===== config.mk =====
export PLATFORM = sky130hd
export DESIGN_NAME = decode_seq
export DESIGN_NICKNAME = d
export VERILOG_FILES = /design/src/rtl/decode_pkg.sv /design/src/rtl/decode_comb.sv /design/src/rtl/decode_seq.sv
export SDC_FILE = /design/constraint.sdc
export NUM_CORES = 1
export LEC_CHECK = 0
export CAP_MARGIN = 20
export CORE_MARGIN = 2
export CORE_UTILIZATION = 51
export DETAILED_ROUTE_END_ITERATION = 8
export PLACE_DENSITY = 0.82
export RECOVER_POWER = 25
export SLEW_MARGIN = 20
export SYNTH_ARGS = -nofsm -noshare
export SYNTH_HDL_FRONTEND = slang
export SYNTH_SLANG_ARGS = --single-unit

===== constraint.sdc =====
create_clock -name clk -period 2.3 [get_ports clk]
set_input_delay 0.46 -clock clk [delete_from_list [all_inputs] [get_ports clk]]
set_output_delay 0.46 -clock clk [all_outputs]
set_load 0.02 [all_outputs]

===== src/rtl/decode_pkg.sv =====
// Shared constants for the phase-sequenced decoder: ALU op codes,
// instruction classes, the Q1..Q4 phase enum and the byte-op sub-op map.
package decode_pkg;

  localparam logic [3:0] OP_MOVF = 4'd0;
  localparam logic [3:0] OP_NOP  = 4'd1;
  localparam logic [3:0] OP_ADD  = 4'd2;
  localparam logic [3:0] OP_SUB  = 4'd3;
  localparam logic [3:0] OP_AND  = 4'd4;
  localparam logic [3:0] OP_INC  = 4'd5;
  localparam logic [3:0] OP_DEC  = 4'd6;
  localparam logic [3:0] OP_XOR  = 4'd7;
  localparam logic [3:0] OP_RLF  = 4'd8;
  localparam logic [3:0] OP_CLR  = 4'd9;
  localparam logic [3:0] OP_IOR  = 4'd10;
  localparam logic [3:0] OP_SWAP = 4'd11;
  localparam logic [3:0] OP_COM  = 4'd12;
  localparam logic [3:0] OP_BSF  = 4'd13;
  localparam logic [3:0] OP_BCF  = 4'd14;
  localparam logic [3:0] OP_RRF  = 4'd15;

  localparam logic [1:0] CLS_BYTE = 2'b00;
  localparam logic [1:0] CLS_BIT  = 2'b01;
  localparam logic [1:0] CLS_CTRL = 2'b10;
  localparam logic [1:0] CLS_LIT  = 2'b11;

  typedef enum logic [1:0] {
    Q1 = 2'd0,
    Q2 = 2'd1,
    Q3 = 2'd2,
    Q4 = 2'd3
  } phase_e;

  // Byte-op sub-op to ALU op. DECFSZ/INCFSZ share DEC/INC; the skip test
  // is layered on top by the sequencer.
  function automatic logic [3:0] byte_op(input logic [3:0] sub);
    logic [3:0] op;
    op = OP_NOP;
    case (sub)
      4'b0111: op = OP_ADD;
      4'b0101: op = OP_AND;
      4'b0001: op = OP_CLR;
      4'b1001: op = OP_COM;
      4'b0011: op = OP_DEC;
      4'b1011: op = OP_DEC;
      4'b1010: op = OP_INC;
      4'b1111: op = OP_INC;
      4'b0100: op = OP_IOR;
      4'b1000: op = OP_MOVF;
      4'b0000: op = OP_NOP;
      4'b1101: op = OP_RLF;
      4'b1100: op = OP_RRF;
      4'b0010: op = OP_SUB;
      4'b1110: op = OP_SWAP;
      4'b0110: op = OP_XOR;
      default: op = OP_NOP;
    endcase
    return op;
  endfunction

endpackage


===== src/rtl/decode_comb.sv =====
// Pure combinational field decode of one instruction word. No state; the
// sequencer decides when these fields are captured.
module decode_comb
  import decode_pkg::*;
#(
  parameter int INST_W   = 8,
  parameter int BIT_W    = 3,
  parameter int ALU_OP_W = 4
) (
  input  logic [INST_W-1:0]   inst_reg,
  output logic [ALU_OP_W-1:0] op,
  output logic                d,
  output logic                switch_a_m,
  output logic                act_ram,
  output logic                wr,
  output logic                is_bit,
  output logic [BIT_W-1:0]    bit_number,
  output logic                skip_zero,
  output logic                skip_clr,
  output logic                skip_set,
  output logic                ctrl,
  output logic                call,
  output logic [INST_W-4:0]   pc_target,
  output logic                illegal
);

  logic [1:0] cls;
  logic [3:0] sub;

  assign cls        = inst_reg[INST_W-1 -: 2];
  assign sub        = inst_reg[INST_W-3 -: 4];
  assign bit_number = inst_reg[BIT_W:1];
  assign pc_target  = inst_reg[INST_W-4:0];

  // Class / sub-op decode into ALU op, operand routing and behaviour flags
  always_comb begin
    op         = ALU_OP_W'(OP_NOP);
    d          = 1'b0;
    switch_a_m = 1'b0;
    act_ram    = 1'b0;
    wr         = 1'b0;
    is_bit     = 1'b0;
    skip_zero  = 1'b0;
    skip_clr   = 1'b0;
    skip_set   = 1'b0;
    ctrl       = 1'b0;
    call       = 1'b0;
    illegal    = 1'b0;
    case (cls)
      CLS_BYTE: begin
        act_ram    = 1'b1;
        d          = inst_reg[1];
        switch_a_m = 1'b1;
        wr         = 1'b1;
        op         = ALU_OP_W'(byte_op(sub));
        skip_zero  = (sub == 4'b1011) || (sub == 4'b1111);
      end
      CLS_BIT: begin
        act_ram    = 1'b1;
        d          = 1'b1;
        switch_a_m = 1'b1;
        is_bit     = 1'b1;
        case (sub[3:2])
          2'b00:   begin op = ALU_OP_W'(OP_BCF); wr = 1'b1; end
          2'b01:   begin op = ALU_OP_W'(OP_BSF); wr = 1'b1; end
          2'b10:   skip_clr = 1'b1;
          default: skip_set = 1'b1;
        endcase
      end
      CLS_LIT: begin
        // Unlisted literal encodings (01xx, and the unused 1011) are
        // treated as illegal: NOP with no write.
        casez (sub)
          4'b00??: begin op = ALU_OP_W'(OP_MOVF); wr = 1'b1; end
          4'b1000: begin op = ALU_OP_W'(OP_IOR);  wr = 1'b1; end
          4'b1001: begin op = ALU_OP_W'(OP_AND);  wr = 1'b1; end
          4'b1010: begin op = ALU_OP_W'(OP_XOR);  wr = 1'b1; end
          4'b110?: begin op = ALU_OP_W'(OP_SUB);  wr = 1'b1; end
          4'b111?: begin op = ALU_OP_W'(OP_ADD);  wr = 1'b1; end
          default: illegal = 1'b1;
        endcase
      end
      default: begin
        ctrl = 1'b1;
        call = ~inst_reg[INST_W-3];
      end
    endcase
  end

endmodule


===== src/rtl/decode_seq.sv =====
// Phase-sequenced decoder: an internal Q1..Q4 counter on one clock, a
// valid/ready intake in Q4, registered decode fields for the following
// instruction cycle, skip/jump squash of the next accepted instruction.
// Optional: DECODE_ILLEGAL_TRAP_EN enables the sticky illegal-opcode flag.
// INST_W must be >= 8.
module decode_seq
  import decode_pkg::*;
#(
  parameter int INST_W   = 8,
  parameter int BIT_W    = 3,
  parameter int ALU_OP_W = 4
) (
  input  logic                clk,
  input  logic                rst_n,
  input  logic                inst_valid,
  output logic                inst_ready,
  input  logic [INST_W-1:0]   inst_reg,
  input  logic                alu_zero,
  input  logic                bit_val,
  output logic [1:0]          phase,
  output logic                d,
  output logic                switch_a_m,
  output logic                act_ram,
  output logic                write_en,
  output logic [BIT_W-1:0]    bit_number,
  output logic [ALU_OP_W-1:0] inst,
  output logic                skip_taken,
  output logic                pc_load,
  output logic                push_en,
  output logic [INST_W-4:0]   pc_target,
  output logic                illegal
);

  // decoded fields of the word currently on inst_reg
  logic [ALU_OP_W-1:0] dc_op;
  logic                dc_d, dc_sam, dc_act, dc_wr, dc_is_bit;
  logic [BIT_W-1:0]    dc_bit;
  logic                dc_skz, dc_skc, dc_sks, dc_ctrl, dc_call, dc_illegal;
  logic [INST_W-4:0]   dc_tgt;

  decode_comb #(
    .INST_W  (INST_W),
    .BIT_W   (BIT_W),
    .ALU_OP_W(ALU_OP_W)
  ) u_decode_comb (
    .inst_reg  (inst_reg),
    .op        (dc_op),
    .d         (dc_d),
    .switch_a_m(dc_sam),
    .act_ram   (dc_act),
    .wr        (dc_wr),
    .is_bit    (dc_is_bit),
    .bit_number(dc_bit),
    .skip_zero (dc_skz),
    .skip_clr  (dc_skc),
    .skip_set  (dc_sks),
    .ctrl      (dc_ctrl),
    .call      (dc_call),
    .pc_target (dc_tgt),
    .illegal   (dc_illegal)
  );

  phase_e              phase_q, phase_d;
  logic [ALU_OP_W-1:0] op_q, op_d;
  logic                d_q, d_d, sam_q, sam_d, act_q, act_d, wr_q, wr_d;
  logic [BIT_W-1:0]    bit_q, bit_d;
  logic                skz_q, skz_d, skc_q, skc_d, sks_q, sks_d;
  logic                ctrl_q, ctrl_d, call_q, call_d;
  logic [INST_W-4:0]   tgt_q, tgt_d;

  logic in_q4, skip_cond, take;

  // Phase register
  always_ff @(posedge clk or negedge rst_n) begin
    if (!rst_n) phase_q <= Q1;
    else        phase_q <= phase_d;
  end

  // Phase next-state: free-running Q1->Q2->Q3->Q4->Q1
  always_comb begin
    phase_d = Q1;
    case (phase_q)
      Q1:      phase_d = Q2;
      Q2:      phase_d = Q3;
      Q3:      phase_d = Q4;
      default: phase_d = Q1;
    endcase
  end

  // Phase-derived strobes: ready, write window, Q4 pulses and skip test
  always_comb begin
    in_q4      = (phase_q == Q4);
    inst_ready = in_q4;
    write_en   = wr_q && ((phase_q == Q3) || in_q4);
    pc_load    = in_q4 && ctrl_q;
    push_en    = in_q4 && ctrl_q && call_q;
    skip_cond  = in_q4 && ((skz_q && alu_zero) || (skc_q && !bit_val) ||
                           (sks_q && bit_val));
    // a jump always wins over a skip
    skip_taken = skip_cond && !pc_load;
    // the word accepted while a skip or jump fires becomes a bubble
    take       = in_q4 && inst_valid && !skip_taken && !pc_load;
  end

  assign phase      = phase_q;
  assign d          = d_q;
  assign switch_a_m = sam_q;
  assign act_ram    = act_q;
  assign bit_number = bit_q;
  assign inst       = op_q;
  assign pc_target  = tgt_q;

  // Cycle-boundary capture: load a taken word, else start a bubble cycle
  always_comb begin
    op_d   = op_q;
    d_d    = d_q;
    sam_d  = sam_q;
    act_d  = act_q;
    wr_d   = wr_q;
    bit_d  = bit_q;
    skz_d  = skz_q;
    skc_d  = skc_q;
    sks_d  = sks_q;
    ctrl_d = ctrl_q;
    call_d = call_q;
    tgt_d  = tgt_q;
    if (in_q4) begin
      op_d   = ALU_OP_W'(OP_NOP);
      act_d  = 1'b0;
      wr_d   = 1'b0;
      skz_d  = 1'b0;
      skc_d  = 1'b0;
      sks_d  = 1'b0;
      ctrl_d = 1'b0;
      call_d = 1'b0;
      if (take) begin
        op_d   = dc_op;
        d_d    = dc_d;
        sam_d  = dc_sam;
        act_d  = dc_act;
        wr_d   = dc_wr;
        skz_d  = dc_skz;
        skc_d  = dc_skc;
        sks_d  = dc_sks;
        ctrl_d = dc_ctrl;
        call_d = dc_call;
        if (dc_is_bit) bit_d = dc_bit;
        if (dc_ctrl)   tgt_d = dc_tgt;
      end
    end
  end

  // Executing-cycle field registers
  always_ff @(posedge clk or negedge rst_n) begin
    if (!rst_n) begin
      op_q   <= ALU_OP_W'(OP_NOP);
      d_q    <= 1'b0;
      sam_q  <= 1'b0;
      act_q  <= 1'b0;
      wr_q   <= 1'b0;
      bit_q  <= '0;
      skz_q  <= 1'b0;
      skc_q  <= 1'b0;
      sks_q  <= 1'b0;
      ctrl_q <= 1'b0;
      call_q <= 1'b0;
      tgt_q  <= '0;
    end else begin
      op_q   <= op_d;
      d_q    <= d_d;
      sam_q  <= sam_d;
      act_q  <= act_d;
      wr_q   <= wr_d;
      bit_q  <= bit_d;
      skz_q  <= skz_d;
      skc_q  <= skc_d;
      sks_q  <= sks_d;
      ctrl_q <= ctrl_d;
      call_q <= call_d;
      tgt_q  <= tgt_d;
    end
  end

`ifdef DECODE_ILLEGAL_TRAP_EN
  logic ill_q, ill_d, illegal_q, illegal_d;

  // Illegal tracking: mark the executing word, latch sticky at end of Q4
  always_comb begin
    ill_d = ill_q;
    if (in_q4) ill_d = take && dc_illegal;
    illegal_d = illegal_q || (in_q4 && ill_q);
    illegal   = illegal_q || (in_q4 && ill_q);
  end

  // Illegal flag registers; cleared only by reset
  always_ff @(posedge clk or negedge rst_n) begin
    if (!rst_n) begin
      ill_q     <= 1'b0;
      illegal_q <= 1'b0;
    end else begin
      ill_q     <= ill_d;
      illegal_q <= illegal_d;
    end
  end
`else
  logic ill_unused;
  assign ill_unused = dc_illegal;
  assign illegal    = 1'b0;
`endif

endmodule


* Word level (Yosys, flattened, before mapping)
Memory sizes are Yosys's and may differ from the RTL's.
Index checks and enable logic that the tools add are counted.
** Cells by class
- Equal/unequal tests :: 14
- Bitwise gates (word level) :: 2
- Reductions and logical operators :: 29
- Multiplexer cells :: 25
** Operator list (count)
- one-hot mux 4 bit (6 select lines) :: 1
- == test 4 bit, second input constant :: 5
- two-way mux 1 bit :: 18
- one-hot mux 4 bit (3 select lines) :: 1
- logical AND 1 bit :: 11
- == test 2 bit, second input constant :: 4
- one-hot mux 4 bit (2 select lines) :: 1
- == test 2 x 1 -> 1 bit, second input constant :: 3
- == test 3 bit, second input constant :: 2
- zero test 2 bit :: 3
- one-hot mux 2 bit (3 select lines) :: 1
- AND reduction 3 bit :: 2
- OR reduction 3 bit :: 2
- OR reduction 6 bit :: 1
- logical OR 1 bit :: 4
- two-way mux 4 bit :: 1
- OR reduction 2 bit :: 2
- zero test 1 bit :: 3
- one-hot mux 1 bit (3 select lines) :: 1
- NOT 1 bit :: 2
- one-hot mux 1 bit (2 select lines) :: 1
- AND reduction 2 bit :: 1
** Storage, ports and cells
- Output and inout bits :: 23
- Memories :: 1
- Word-level logic and storage cells :: 84
- Input port bits :: 13
- ROM bits :: 64
- Flip-flop bits (word level) :: 23
** Memory list
- (name not given) :: depth 16, width 4, rd ports 1, clocked after memory_dff 0, wr ports 0, RTL line decode_pkg.sv:39 : case (sub)

* Longest topological paths before layout
Gate-level depths: netlist of run 1.
- Word-level depth :: 10
- Depth in mapped cells :: 6
- Gate-level depth less buffers :: 6

* Cells and area by module
A second synthesis of run 1 with hierarchy kept.
** Unflattened totals
- Cells, all modules :: 146
- Area, all modules :: 1470.2 µm²
** By module, submodules not included
- decode_seq :: area an instance 978.4 µm², seq. area each 576.8 µm², cells an instance 71, times used 1
- decode_comb :: area an instance 491.7 µm², seq. area each 0.0 µm², cells an instance 75, times used 1

* Worst setup path before layout of run 1
OpenSTA, ideal clock, no wires.
- Kind :: register to output
- Start :: register phase_q[1], in the netlist phase[1]
- End :: output port skip_taken
- Arrival time :: 1.726 ns
- Cell stages (with the launch flop) :: 4
- Data required time :: 1.840 ns
- Path slack :: 0.114 ns
- Buffers on the path :: 0
- Path through :: dfrtp_1 -> ha_1 -> clkinv_1 -> nor3_1
** On the way
- Word-level cells in the longest chain between the ends :: 4
- Elaborated cells on any way between the ends :: 5
- Those cells by class :: 1 x eq/ne; 4 x reduce/logical
** RTL lines
- start: declaration :: RTL line decode_seq.sv:63 : phase_e phase_q, phase_d;
- start signal: assignment :: RTL line decode_seq.sv:76 : else phase_q <= phase_d;
- == test 2 bit (*) :: RTL line decode_seq.sv:92 : in_q4 = (phase_q == Q4);
- named net inst_ready :: RTL line decode_seq.sv:16 : output logic inst_ready,
- logical AND 1 bit :: RTL line decode_seq.sv:95 : pc_load = in_q4 && ctrl_q;
- zero test 1 bit :: RTL line decode_seq.sv:100 : skip_taken = skip_cond && !pc_load;
- logical AND 1 bit (*) :: RTL line decode_seq.sv:100
- end: declaration :: RTL line decode_seq.sv:27 : output logic skip_taken,
Mark *: on every way through the listed nets, which the timed path passes. The rest lies on a longest branch.

* Worst setup path after layout of run 1
- Start :: input port bit_val
- End :: output port skip_taken
** On the way
- Word-level cells in the longest chain between the ends :: 6
- Elaborated cells on any way between the ends :: 7
- Those cells by class :: 7 x reduce/logical
** RTL lines
- start: declaration :: RTL line decode_seq.sv:19 : input logic bit_val,
- zero test 1 bit :: RTL line decode_seq.sv:97 : skip_cond = in_q4 && ((skz_q && alu_zero) || (skc_q && !bit_val) ||
- logical AND 1 bit :: RTL line decode_seq.sv:97
- logical OR 1 bit :: RTL line decode_seq.sv:97
- logical OR 1 bit (*) :: RTL line decode_seq.sv:97
- logical AND 1 bit (*) :: RTL line decode_seq.sv:97
- logical AND 1 bit (*) :: RTL line decode_seq.sv:100
Every way passes the cells marked *; elsewhere a longest branch is shown, timed or not.

==> summary.txt, run 1 <==
Outcome
  • Status: completed

Critical path
  • Worst path slowest cell: clkdlybuf4s50_1
  • Worst r2r dst: bit_number[0]
  • CP startpoint kind: primary input
  • FF-to-FF Start: phase[1]
  • Critical-path maximum fanout: 2
  • R2r worst-path depth: 7
  • Worst Path Arrival: 1.73 ns
  • Critical-path cell list: clkdlybuf4s50_1 > mux2_4 > a21oi_1 > nor3_1 > clkdlybuf4s15_1
  • CP required: 1.84 ns
  • Crit. End Element: primary output
  • Reg2Reg Setup Slack: 0.47 ns
  • CP max stage delay: 0.48 ns
  • Setup CP Type: primary input to primary output

Final layout
  • Ant. Diodes: 0
  • Post-route design area: 1850 um^2
  • Most common cell after layout, fill and taps aside: clkdlybuf4s50_1
  • Final core occ: 73.9%
  • Max FFs per register: 5
  • Area grow syn2layout: 36.4%
  • Final #Nets: 199
  • Proportion of layout cells with a drive suffix above 1: 21.0%
  • Most frequent cells in the layout: 29 x clkdlybuf4s50_1, 22 x dfrtp_1, 17 x buf_4

Detailed routing
  • Via count: 1161
  • DRC Markers: 0
  • ANT nets after route: 0
  • Vias per cell: 5.64
  • Post-Route WL: 3.17 mm
  • Detailed Route Iter0 Violations: 33
  • Routed wire length per instance: 15.4 um
  • Drt pass-1 iters: 4

Synthesis
  • Synth top area share: 40.7%
  • Mean Syn Cell Area: 10.7 um^2
  • Async SR Flop Fraction: 100%
  • Post-Synthesis Cells: 127
  • Register bit total from synthesis: 23
  • Post-synth top area cell: dfrtp_1
  • Yosys cell types: 46
  • Post-synth EDFFs: 0
  • Synth Flop Type: dfrtp_1
  • Warnings, synthesis: 0
  • Syn_nets: 149
  • Register area share after synthesis: 42.6%
  • Area contributors post-synth: dfrtp_1 41%, ha_1 8.3%, mux2_2 5.8%
  • Mapped Area: 1350 um^2

Clocking
  • CTS tree: yes
  • Root Buffer: clkbuf_4
  • Cts bufs inserted: 3
  • Cts hold-fix bufs: 0
  • Post-CTS Setup Bufs: 0
  • H-tree Lvls: 1
  • Clock sinks: 23
  • CTS max path bufs: 2
  • Worst-path clk slew: 0.12 ns
  • Latest clock arrival within the worst-skew pair: 0.32 ns

Timing
  • Final WS setup: 0.106 ns
  • Period utilisation layout: 95.4%
  • Worst slew margin: 20.8%
  • Measured slew at the worst slew-check pin: 1.19 ns
  • Slew Limit Fails: 0
  • Final Skew: 0.00521 ns
  • Fmax: 0.456 GHz
  • Final min period: 2.19 ns
  • Fin. Hold Viols: 0
  • Final setup fails: 0
  • RSZ-0062 raised after global routing: false
  • Min Hold Slack: 0.498 ns

Place
  • Final RePlAce weighted congestion: 0.889
  • Detail Placement HPWL: 2.47 mm
  • Dpl cell area: 1830 um^2
  • Post-placement worst setup slack: -0.146 ns
  • Count of input and output buffers: 34

Power
  • Total power: 916 uW
  • Worst VDD drop: 0.499 mV
  • Pwr/cell area: 496 nW/um^2
  • P_leak: 0.000859 uW

Hold path
  • Min-Delay Startpoint: call_q
  • Worst Hold End: call_q
  • Hold Path Cell Cnt: 1
  • Worst hold path class: register to register

Global route
  • Largest net degree at the start of global routing: 24
  • First-pass GRT wire length: 5.30 mm
  • Remaining Overflow, GRT: 0
  • Tot GR Track Use: 22.3%
  • Initial antenna violation count: 0
  • Vias in the first global route: 1121

Floorplan
  • Core Area: 2500 um^2
  • Rows: 18
  • IO Count: 36
  • Die Width: 55.5 um
  • Die area: 3080 um^2
  • Die height: 55.5 um
  • Starting Density: 54.2%

Run
  • Max-Cap Viols: 0
[how the worst max path moves through the flow]
stage	slack (ns)	to	from
2_1_floorplan	0.11	skip_taken	phase[1]
3_3_place_gp	-0.12	skip_taken	bit_val
3_5_place_dp	-0.15	skip_taken	bit_val
4_1_cts	0.07	skip_taken	bit_val
5_1_grt	0.03	skip_taken	bit_val
6_report	0.11	skip_taken	bit_val
[timing repair]
| action | CTS | global route |
|---|---|---|
| pin swaps | 0 | 0 |
| gates resized for setup | 4 | 1 |
| endpoints found under the setup margin | 4 | 1 |
[Yosys cell counts, drive strengths merged, types with 2 or more instances]
master   count
a211oi       2
nor2         9
nor2b        4
mux2i        2
ha           9
buf          3
dfrtp       22
inv          7
clkbuf       4
o21ai        8
nor3         4
nand2b       2
nand3b       3
o2bb2ai      4
a32o         2
nand2        5
a21oi        4
mux2        11
[metrics by stage]
| step | instances | setup TNS [ns] |
|---|---|---|
| 4_1_cts | 206 | 0 |
| 2_1_floorplan | 127 | 0 |
| 6_report | 206 | 0 |
| 5_1_grt | 206 | 0 |
| 3_5_place_dp | 202 | -0.153 |
| 3_3_place_gp | 202 | -0.118 |
[layer usage]
layer | global-route usage (%) | wire (um)
met1 | 27.0 | 1340
met2 | 37.6 | 1630
met3 | 6.32 | 158
met4 | 8.36 | 46
met5 | 0 | 0
[layout make-up]
cell class / count / area [um^2]
inverter: 8 / 30.0
timing repair buffer: 52 / 468
clock buffer: 4 / 26.3
tap: 30 / 37.5
sequential: 23 / 577
fill: 171 / 653
multi-input combinational: 89 / 708
[power breakdown]
group	internal, uW	leakage, uW	switching, uW
Sequential	442	0.000293	20.3
Clock	68.1	0.0000150	118
Combinational	140	0.000551	127
[worst max-delay path: cells and delay by family]
kind            cells  cell delay [ns]
buf+inv             2             0.76
mux                 1             0.32
compound gates      1             0.14
simple gates        1             0.06
[logic make-up after synthesis]
family	count (synthesis)	synth area share (%)
AO/OA/AOI/OAI	32	17.9
adder cells (fa/ha/maj)	9	8.32
buffers and inverters	15	5.08
flip-flops	23	42.6
multiplexers	13	11.7
other	1	0.277
AND/OR/NAND/NOR	34	14.0
No activity file was read; power rests on OpenSTA's default activity.
==> run 2, diff against run 1 <==
--- a/config.mk
+++ b/config.mk
@@ -9,8 +9,10 @@
 export CORE_MARGIN = 2
 export CORE_UTILIZATION = 51
 export DETAILED_ROUTE_END_ITERATION = 8
+export GPL_ROUTABILITY_DRIVEN = 0
 export PLACE_DENSITY = 0.82
 export RECOVER_POWER = 25
+export SETUP_SLACK_MARGIN = 0.4
 export SLEW_MARGIN = 20
 export SYNTH_ARGS = -nofsm -noshare
 export SYNTH_HDL_FRONTEND = slang
==> summary.txt, run 2 (synthesis gave the netlist of run 1 again) <==
Critical path
  • Crit. End Element: primary output (unchanged)
  • Worst Path Arrival: 1.43 ns (was 1.73 ns)
  • CP required: 1.84 ns (about the same)
  • Setup CP Type: register to primary output (was primary input to primary output)
  • CP startpoint kind: register (was primary input)
  • Critical-path maximum fanout: 3 (was 2)

Detailed routing
  • Vias per cell: 5.81 (was 5.64)
  • Via count: 1225 (was 1161)
  • Routed wire length per instance: 17.0 um (was 15.4 um)
  • Detailed Route Iter0 Violations: 41 (was 33)
  • Post-Route WL: 3.58 mm (was 3.17 mm)
  • Drt pass-1 iters: 4 (unchanged)
  • ANT nets after route: 0 (unchanged)
  • DRC Markers: 0 (unchanged)

Clocking
  • Latest clock arrival within the worst-skew pair: 0.32 ns (about the same)
  • Root Buffer: clkbuf_4 (unchanged)
  • CTS tree: yes (unchanged)
  • H-tree Lvls: 1 (unchanged)
  • Cts bufs inserted: 3 (unchanged)
  • Worst-path clk slew: 0.14 ns (was 0.12 ns)
  • CTS max path bufs: 2 (unchanged)
  • Clock sinks: 23 (unchanged)
  • Cts hold-fix bufs: 0 (unchanged)

Global route
  • Tot GR Track Use: 23.2% (was 22.3%)
  • Largest net degree at the start of global routing: 24 (unchanged)
  • Vias in the first global route: 1204 (was 1121)
  • Remaining Overflow, GRT: 0 (unchanged)
  • Initial antenna violation count: 0 (unchanged)
  • First-pass GRT wire length: 5.69 mm (was 5.30 mm)

Timing
  • Setup tns final: 0 ns (unchanged)
  • Fmax: 0.529 GHz (was 0.456 GHz)
  • Min Hold Slack: 0.507 ns (was 0.498 ns)
  • Measured slew at the worst slew-check pin: 1.24 ns (was 1.19 ns)
  • Worst slew margin: 17.4% (was 20.8%)
  • Fin. Hold Viols: 0 (unchanged)
  • Final setup fails: 0 (unchanged)
  • RSZ-0062 raised after global routing: true (was false)
  • Final Skew: 0.00702 ns (was 0.00521 ns)
  • Final WS setup: 0.409 ns (was 0.106 ns)
  • Slew Limit Fails: 0 (unchanged)
  • Final min period: 1.89 ns (was 2.19 ns)
  • Period utilisation layout: 82.2% (was 95.4%)

Place
  • Count of input and output buffers: 34 (unchanged)
  • Detail Placement HPWL: 2.45 mm (was 2.47 mm)
  • Number of instances in the placed design: 201 (was 202)
  • Post-placement worst setup slack: -0.209 ns (was -0.146 ns)

Floorplan
  • Rows: 18 (unchanged)
  • Die area: 3080 um^2 (unchanged)
  • Starting Density: 54.2% (unchanged)
  • Die height: 55.5 um (unchanged)
  • Die Width: 55.5 um (unchanged)
  • IO Count: 36 (unchanged)
  • Core Area: 2500 um^2 (unchanged)

Final layout
  • Final #Nets: 204 (was 199)
  • Final Non-Filler Cells: 211 (was 206)
  • Ant. Diodes: 0 (unchanged)
  • Most common cell after layout, fill and taps aside: clkdlybuf4s50_1 (unchanged)
  • Area grow syn2layout: 43.4% (was 36.4%)
  • FILL cells: 168 (was 171)
  • Final core occ: 77.7% (was 73.9%)
  • Proportion of layout cells with a drive suffix above 1: 32.6% (was 21.0%)
  • Most frequent cells in the layout: 23 x clkdlybuf4s50_1, 22 x dfrtp_1, 19 x buf_4 (was 29 x clkdlybuf4s50_1, 22 x dfrtp_1, 17 x buf_4)
  • Max FFs per register: 5 (unchanged)

Run
  • Max-Cap Viols: 0 (unchanged)

Outcome
  • Status: completed (unchanged)

Hold path
  • Worst hold path class: register to register (unchanged)

Power
  • P_leak: 0.000917 uW (was 0.000859 uW)
  • Worst VDD drop: 0.548 mV (was 0.499 mV)
  • Pwr/cell area: 482 nW/um^2 (was 496 nW/um^2)
[run 2: worst max-delay path, stage by stage, from the launching register on]
cell and delay, ns:
dfrtp_1 0.41, buf_4 0.12, clkdlybuf4s50_1 0.58
[run 2: path summary, 6_finish.rpt]
kind                       startpoint            to  slack [ns]  cells after the start
setup / recovery             phase[0]      phase[0]        0.41                      2
hold / removal                inst[3]       inst[3]        0.51                      1
setup reg to reg                sks_q  pc_target[4]        0.47                      6
hold reg to reg               inst[3]       inst[3]        0.51                      1
max in group asynchronous       rst_n         skz_q        0.67                      2
min in group asynchronous       rst_n  pc_target[0]        0.90                      2
[run 2: power by group]
part | total (uW) | switching (uW) | internal (uW)
Combinational | 272 | 132 | 140
Sequential | 464 | 21.7 | 442
Clock | 200 | 133 | 66.6
[run 2: timing repair]
item                       4_1_cts  5_1_grt
setup endpoints to repair       20       20
buffers inserted                 3        3
gates resized for setup         30       10
pin swaps                        3        1
[run 2: metrics by stage]
stage | power, uW | cell area [um^2]
floorplan | 600 | 1370
global placement | 729 | 1840
detailed placement | 737 | 1840
CTS | 939 | 1910
global route | 976 | 1940
finish | 935 | 1940
[run 2: layout make-up]
cell class	count	area (um^2)	share of cell area, %
Clock inverter	1	7.51	0.387
Inverter	8	31.3	1.61
Timing Repair Buffer	57	504	26.0
Multi-Input combinational cell	89	762	39.2
Tap cell	30	37.5	1.93
Clock buffer	3	22.5	1.16
Sequential cell	23	577	29.7
[run 2: routing by layer]
metal	share of wire (%)	global-route usage, %
met2	53	42.2
met4	2.9	8.01
met3	5.6	3.98
met5	0	0
met1	39	27.3
